===== src/rtl/exu_wb_arbiter.sv =====
// Integer register-file writeback arbiter: per-source FIFOs drained
// round-robin into one registered write port toward IDU1.
module exu_wb_arbiter #(
    parameter int XLEN  = 32,
    parameter int NSRC  = 4,
    parameter int DEPTH = 2
) (
    input  logic                 clk,
    input  logic                 rst_n,
    input  logic [NSRC-1:0]      src_valid,
    input  logic [NSRC*5-1:0]    src_rd_addr,
    input  logic [NSRC*XLEN-1:0] src_data,
    input  logic [NSRC*XLEN-1:0] src_instr_tag,
    input  logic [NSRC*32-1:0]   src_instr,
    output logic [NSRC-1:0]      src_stall,
    output logic [XLEN-1:0]      wb_data,
    output logic [4:0]           wb_rd_addr,
    output logic                 wb_rd_wr_en,
    output logic [XLEN-1:0]      wb_instr_tag,
    output logic [31:0]          wb_instr,
    output logic                 busy,
    output logic                 overflow
);

    localparam int AW = (DEPTH > 1) ? $clog2(DEPTH) : 1;
    localparam int CW = AW + 1;
    localparam int IW = (NSRC > 1) ? $clog2(NSRC) : 1;
    localparam logic [CW-1:0] FULL = CW'(DEPTH);

    typedef struct packed {
        logic [4:0]      rd;
        logic [XLEN-1:0] data;
        logic [XLEN-1:0] tag;
        logic [31:0]     instr;
    } entry_t;

    entry_t        mem    [NSRC][DEPTH];
    logic [AW-1:0] wr_ptr [NSRC];
    logic [AW-1:0] rd_ptr [NSRC];
    logic [CW-1:0] count  [NSRC];
    logic [IW-1:0] rr_ptr;

    logic [NSRC-1:0] req;
    logic [NSRC-1:0] full;
    logic [NSRC-1:0] nonempty;
    logic [NSRC-1:0] push;
    logic [NSRC-1:0] pop;
    logic            push_err;
    logic            grant;
    logic [IW-1:0]   win;
    logic [IW-1:0]   cand;
    entry_t          head;

    // Writes to x0 are swallowed here so they never occupy a slot.
    always_comb begin
        for (int i = 0; i < NSRC; i++) begin
            req[i]      = src_valid[i] && (src_rd_addr[5*i +: 5] != 5'd0);
            full[i]     = (count[i] == FULL);
            nonempty[i] = (count[i] != '0);
        end
    end

    assign src_stall = full;
    assign push      = req & ~full;
    assign push_err  = |(req & full);
    assign busy      = (|nonempty) || wb_rd_wr_en;

    always_comb begin
        grant = 1'b0;
        win   = rr_ptr;
        cand  = rr_ptr;
        for (int k = 1; k <= NSRC; k++) begin
            cand = IW'((int'(rr_ptr) + k) % NSRC);
            if (!grant && nonempty[cand]) begin
                grant = 1'b1;
                win   = cand;
            end
        end
    end

    always_comb begin
        for (int i = 0; i < NSRC; i++) begin
            pop[i] = grant && (win == IW'(i));
        end
    end

    assign head = mem[win][rd_ptr[win]];

    always_ff @(posedge clk) begin
        for (int i = 0; i < NSRC; i++) begin
            if (push[i]) begin
                mem[i][wr_ptr[i]] <= {src_rd_addr[5*i +: 5],
                                      src_data[XLEN*i +: XLEN],
                                      src_instr_tag[XLEN*i +: XLEN],
                                      src_instr[32*i +: 32]};
            end
        end
    end

    always_ff @(posedge clk) begin
        if (!rst_n) begin
            for (int i = 0; i < NSRC; i++) begin
                wr_ptr[i] <= '0;
                rd_ptr[i] <= '0;
                count[i]  <= '0;
            end
            rr_ptr       <= IW'(NSRC - 1);
            wb_rd_wr_en  <= 1'b0;
            wb_rd_addr   <= '0;
            wb_data      <= '0;
            wb_instr_tag <= '0;
            wb_instr     <= '0;
            overflow     <= 1'b0;
        end else begin
            for (int i = 0; i < NSRC; i++) begin
                if (push[i]) wr_ptr[i] <= wr_ptr[i] + 1'b1;
                if (pop[i])  rd_ptr[i] <= rd_ptr[i] + 1'b1;
                if (push[i] && !pop[i]) begin
                    count[i] <= count[i] + 1'b1;
                end else if (pop[i] && !push[i]) begin
                    count[i] <= count[i] - 1'b1;
                end
            end
            if (push_err) overflow <= 1'b1;
            if (grant)    rr_ptr   <= win;
            // Idle cycles drive zeros so downstream OR-merges stay clean.
            wb_rd_wr_en <= grant;
            if (grant) begin
                wb_rd_addr   <= head.rd;
                wb_data      <= head.data;
                wb_instr_tag <= head.tag;
                wb_instr     <= head.instr;
            end else begin
                wb_rd_addr   <= '0;
                wb_data      <= '0;
                wb_instr_tag <= '0;
                wb_instr     <= '0;
            end
        end
    end

endmodule


===== config.mk =====
export PLATFORM = sky130hd
export DESIGN_NAME = exu_wb_arbiter
export DESIGN_NICKNAME = d
export VERILOG_FILES = /design/src/rtl/exu_wb_arbiter.sv
export SDC_FILE = /design/constraint.sdc
export NUM_CORES = 1
export LEC_CHECK = 0
export CAP_MARGIN = 10
export CORE_MARGIN = 3
export CORE_UTILIZATION = 65
export DETAILED_ROUTE_END_ITERATION = 16
export DONT_BUFFER_PORTS = 1
export GPL_ROUTABILITY_DRIVEN = 0
export GPL_TIMING_DRIVEN = 1
export PLACE_DENSITY = 0.83
export SLEW_MARGIN = 20
export SYNTH_ARGS = -nofsm -noshare
export SYNTH_HDL_FRONTEND = slang
export SYNTH_SLANG_ARGS = --single-unit

===== constraint.sdc =====
create_clock -name clk -period 17.3 [get_ports clk]
set_clock_uncertainty 0.2 [all_clocks]
set_input_delay 3.46 -clock clk [delete_from_list [all_inputs] [get_ports clk]]
set_output_delay 3.46 -clock clk [all_outputs]
set_load 0.005 [all_outputs]

==> metrics.txt <==
status finished, final reports clean; final hold violations 0; Final Max Tran Viols 0; worst r2r dst wb_instr_tag[0]; Slowest-stage cell, CP or4b_2; HP Start overflow; antenna violations before repair 6; die area 56900 sq um; via count 17500; chip width 239 microns; simple-gate share of the synthesized area 1.30%; Post-DP HPWL 51.6 mm; warning count from the yosys run 0; setup_tns 0 ns; peak supply drop 0.243 mV; Routed Antenna Nets 0; Final min period 6.09 ns; RSZ-0062 raised after global routing no; I/O Buffers 0; Seq/Total Area, Yosys 76.2%; clk buf depth 3; ys async rst share 0%; GRT Util Overall 29.1%; R2R depth 6; Mapped Nets 2284; Post-CTS Resized 0; Area after DPL 35700 sq um; CTS buffer count 86; Hold Buf Count CTS 0; Post-CTS Setup Repair Bufs 0; first-pass GRT wire length 120 mm; proportion of synthesized area in mux cells 17.5%; Synth Flop Type edfxtp_1; power density cells 180 nW/um^2; Max H-tree Level 3; drt via density 6.58; core box area 53000 sq um; Synth Area in XOR/XNOR 0%; Netlist cell types 45; Slew headroom 23.8%; largest net degree at the start of global routing 120; EDFF count, synth 818; Final Setup Violations 0; Reg clk slew, reported paths 0.07 ns; dpl cells 2484; mapped cell area 35100 sq um; Compound-Gate Fraction of Synth Area 3.22%; Worst-Margin Slew 1.13 ns; synth-to-layout area growth 10.2%; fin crit share 35.2%; number of cells on the worst hold path 1; Max Clk Rate 0.164 GHz; drt pass-1 iters 5; maximum fanout along the worst path 8; clock root buffer clkbuf_16; #FFs+latches synth 929; nets@finish 2297; Die Ht 239 microns; initial core utilization 66.3%; Critical Path End Type output pin; Routed WL per cell 31.5 microns; main combinational cell family by area after synthesis multiplexers; vias in the first global route 18200; drt drc 0; I/O Pins 518; reg-to-reg slack, setup 13.32 ns; startpoint types register; gr ovfl total 0; Arr. time, crit path 2.43 ns; number of fill cells in the layout 2941; Buf+Inv Stages, Crit Path 0; syn_area_per_cell 18.8 sq um; final cell count without fillers 2661; Syn Inst Count 1871; clk sinks 929; WHS Endpoint overflow; Crit path max-delay family simple AND/OR/NAND/NOR gates; clk_lat worst skew 0.63 ns; adder-cell share of the synthesized area 0.107%; Detailed Route Iter0 Violations 1631; R2R Path Start rr_ptr[1]; LEAKAGE 13.3 nW; layout cells sized above 1 9.05%; Critical Path RT 13.64 ns; row cnt 84; final wirelength 83.8 mm; critical path class reg -> out; Hold/Removal Path Class reg -> reg; Design Area, Final 38700 sq um; CP cell instances or4_1, or4b_2; TritonCTS clock tree built; max_cap viols 0; Largest stage delay, worst path 0.70 ns
## Yosys cell counts, drive strengths merged (2+ instances only)
cell	count	area share (%)
a21oi	4	0.057
a22o	101	2.5
and2	7	0.12
and3	3	0.068
buf	35	0.87
clkbuf	66	0.71
dfxtp	111	6.3
edfxtp	818	70
ha	3	0.11
inv	8	0.085
mux2i	613	17
nand2	16	0.17
nand2b	7	0.12
nand3	4	0.057
nand3b	3	0.064
nand4	4	0.071
nor2	9	0.096
nor2b	3	0.053
nor3	7	0.10
nor3b	2	0.043
nor4	3	0.053
o211a	2	0.057
o21a	3	0.064
o21ai	7	0.10
o22ai	4	0.071
o31a	2	0.050
o31ai	4	0.085
or3	4	0.071
or3b	2	0.050
or4	5	0.11
## where the power goes
| group | internal, W | switching, W | total (W) |
|---|---|---|---|
| Sequential | 0.00287 | 0.000190 | 0.00306 |
| Combinational | 0.000788 | 0.00115 | 0.00194 |
| Clock | 0.00116 | 0.000803 | 0.00196 |
| Total | 0.00481 | 0.00214 | 0.00695 |
## placed cells by master, fill, tap and decap left out, drive strengths merged, types with 4 or more instances in the layout
cell type | synthesis | final
a21oi | 4 | 4
a22o | 101 | 101
and2 | 7 | 7
buf | 35 | 26
bufinv | 0 | 12
clkbuf | 66 | 117
clkinv | 0 | 25
dfxtp | 111 | 111
diode | 0 | 17
edfxtp | 818 | 818
inv | 8 | 11
mux2i | 613 | 613
nand2 | 16 | 16
nand2b | 7 | 7
nand3 | 4 | 4
nand4 | 4 | 4
nor2 | 9 | 9
nor3 | 7 | 7
o21ai | 7 | 7
o22ai | 4 | 4
o31ai | 4 | 4
or3 | 4 | 4
or4 | 5 | 5
## through the flow
stage / hold slack, ns / worst slack, ns / util, % / power, W
after floorplan: 0.276 / 5.81 / - / 0.00455
after global routing: 0.403 / 11.18 / 73.0 / 0.00720
final: 0.379 / 11.21 / 73.1 / 0.00695
after global placement: 0.381 / 10.69 / 67.4 / 0.00493
after CTS: 0.400 / 11.21 / 73.0 / 0.00698
after detailed placement: 0.382 / 10.78 / 67.4 / 0.00501
## state kept, by name (all words and copies together) (netlist names)
register,count
wb_instr_tag,32
mem,808
wb_rd_wr_en,1
count,8
rd_ptr,4
overflow,1
wr_ptr,4
wb_data,32
rr_ptr,2
wb_rd_addr,5
wb_instr,32
## worst max path at each step
stage / start / end / slack [ns] / depth (start not counted)
2_1_floorplan: src_rd_addr[3] / mem[0][101] / 5.81 / 3
3_3_place_gp: src_rd_addr[10] / mem[2][72] / 10.69 / 5
3_5_place_dp: src_rd_addr[10] / mem[2][70] / 10.78 / 5
4_1_cts: count[2][1] / busy / 11.21 / 2
5_1_grt: count[2][1] / busy / 11.18 / 2
6_report: count[2][1] / busy / 11.21 / 2
## layout make-up
type / count / area (sq um) / share of cell area, %
clock inverters: 43 / 551 / 1.42
clock buffers: 117 / 2400 / 6.20
diodes: 17 / 42.5 / 0.110
repair buffers: 26 / 211 / 0.546
inverters: 8 / 30.0 / 0.0776
flip-flops and latches: 929 / 26800 / 69.2
well taps: 688 / 861 / 2.22
multi-input cells: 833 / 7830 / 20.2
## cells by family (layout without fill, tap and decap cells)
logic type / Yosys count / after routing
other: 0 / 17
AND/OR/NAND/NOR: 81 / 81
flip-flops: 929 / 929
multiplexers: 614 / 614
AO/OA/AOI/OAI: 135 / 135
adder cells (fa/ha/maj): 3 / 3
buffers and inverters: 109 / 194
## routing by layer
metal | track usage [%] | vias up | routed length, microns
li1 | - | 7440 | -
met1 | 34.4 | 8854 | 28500
met2 | 48.9 | 1012 | 42200
met3 | 10.6 | 191 | 9860
met4 | 12.1 | 4 | 3170
met5 | 0 | - | 28
(Power assumes the default switching activity.)
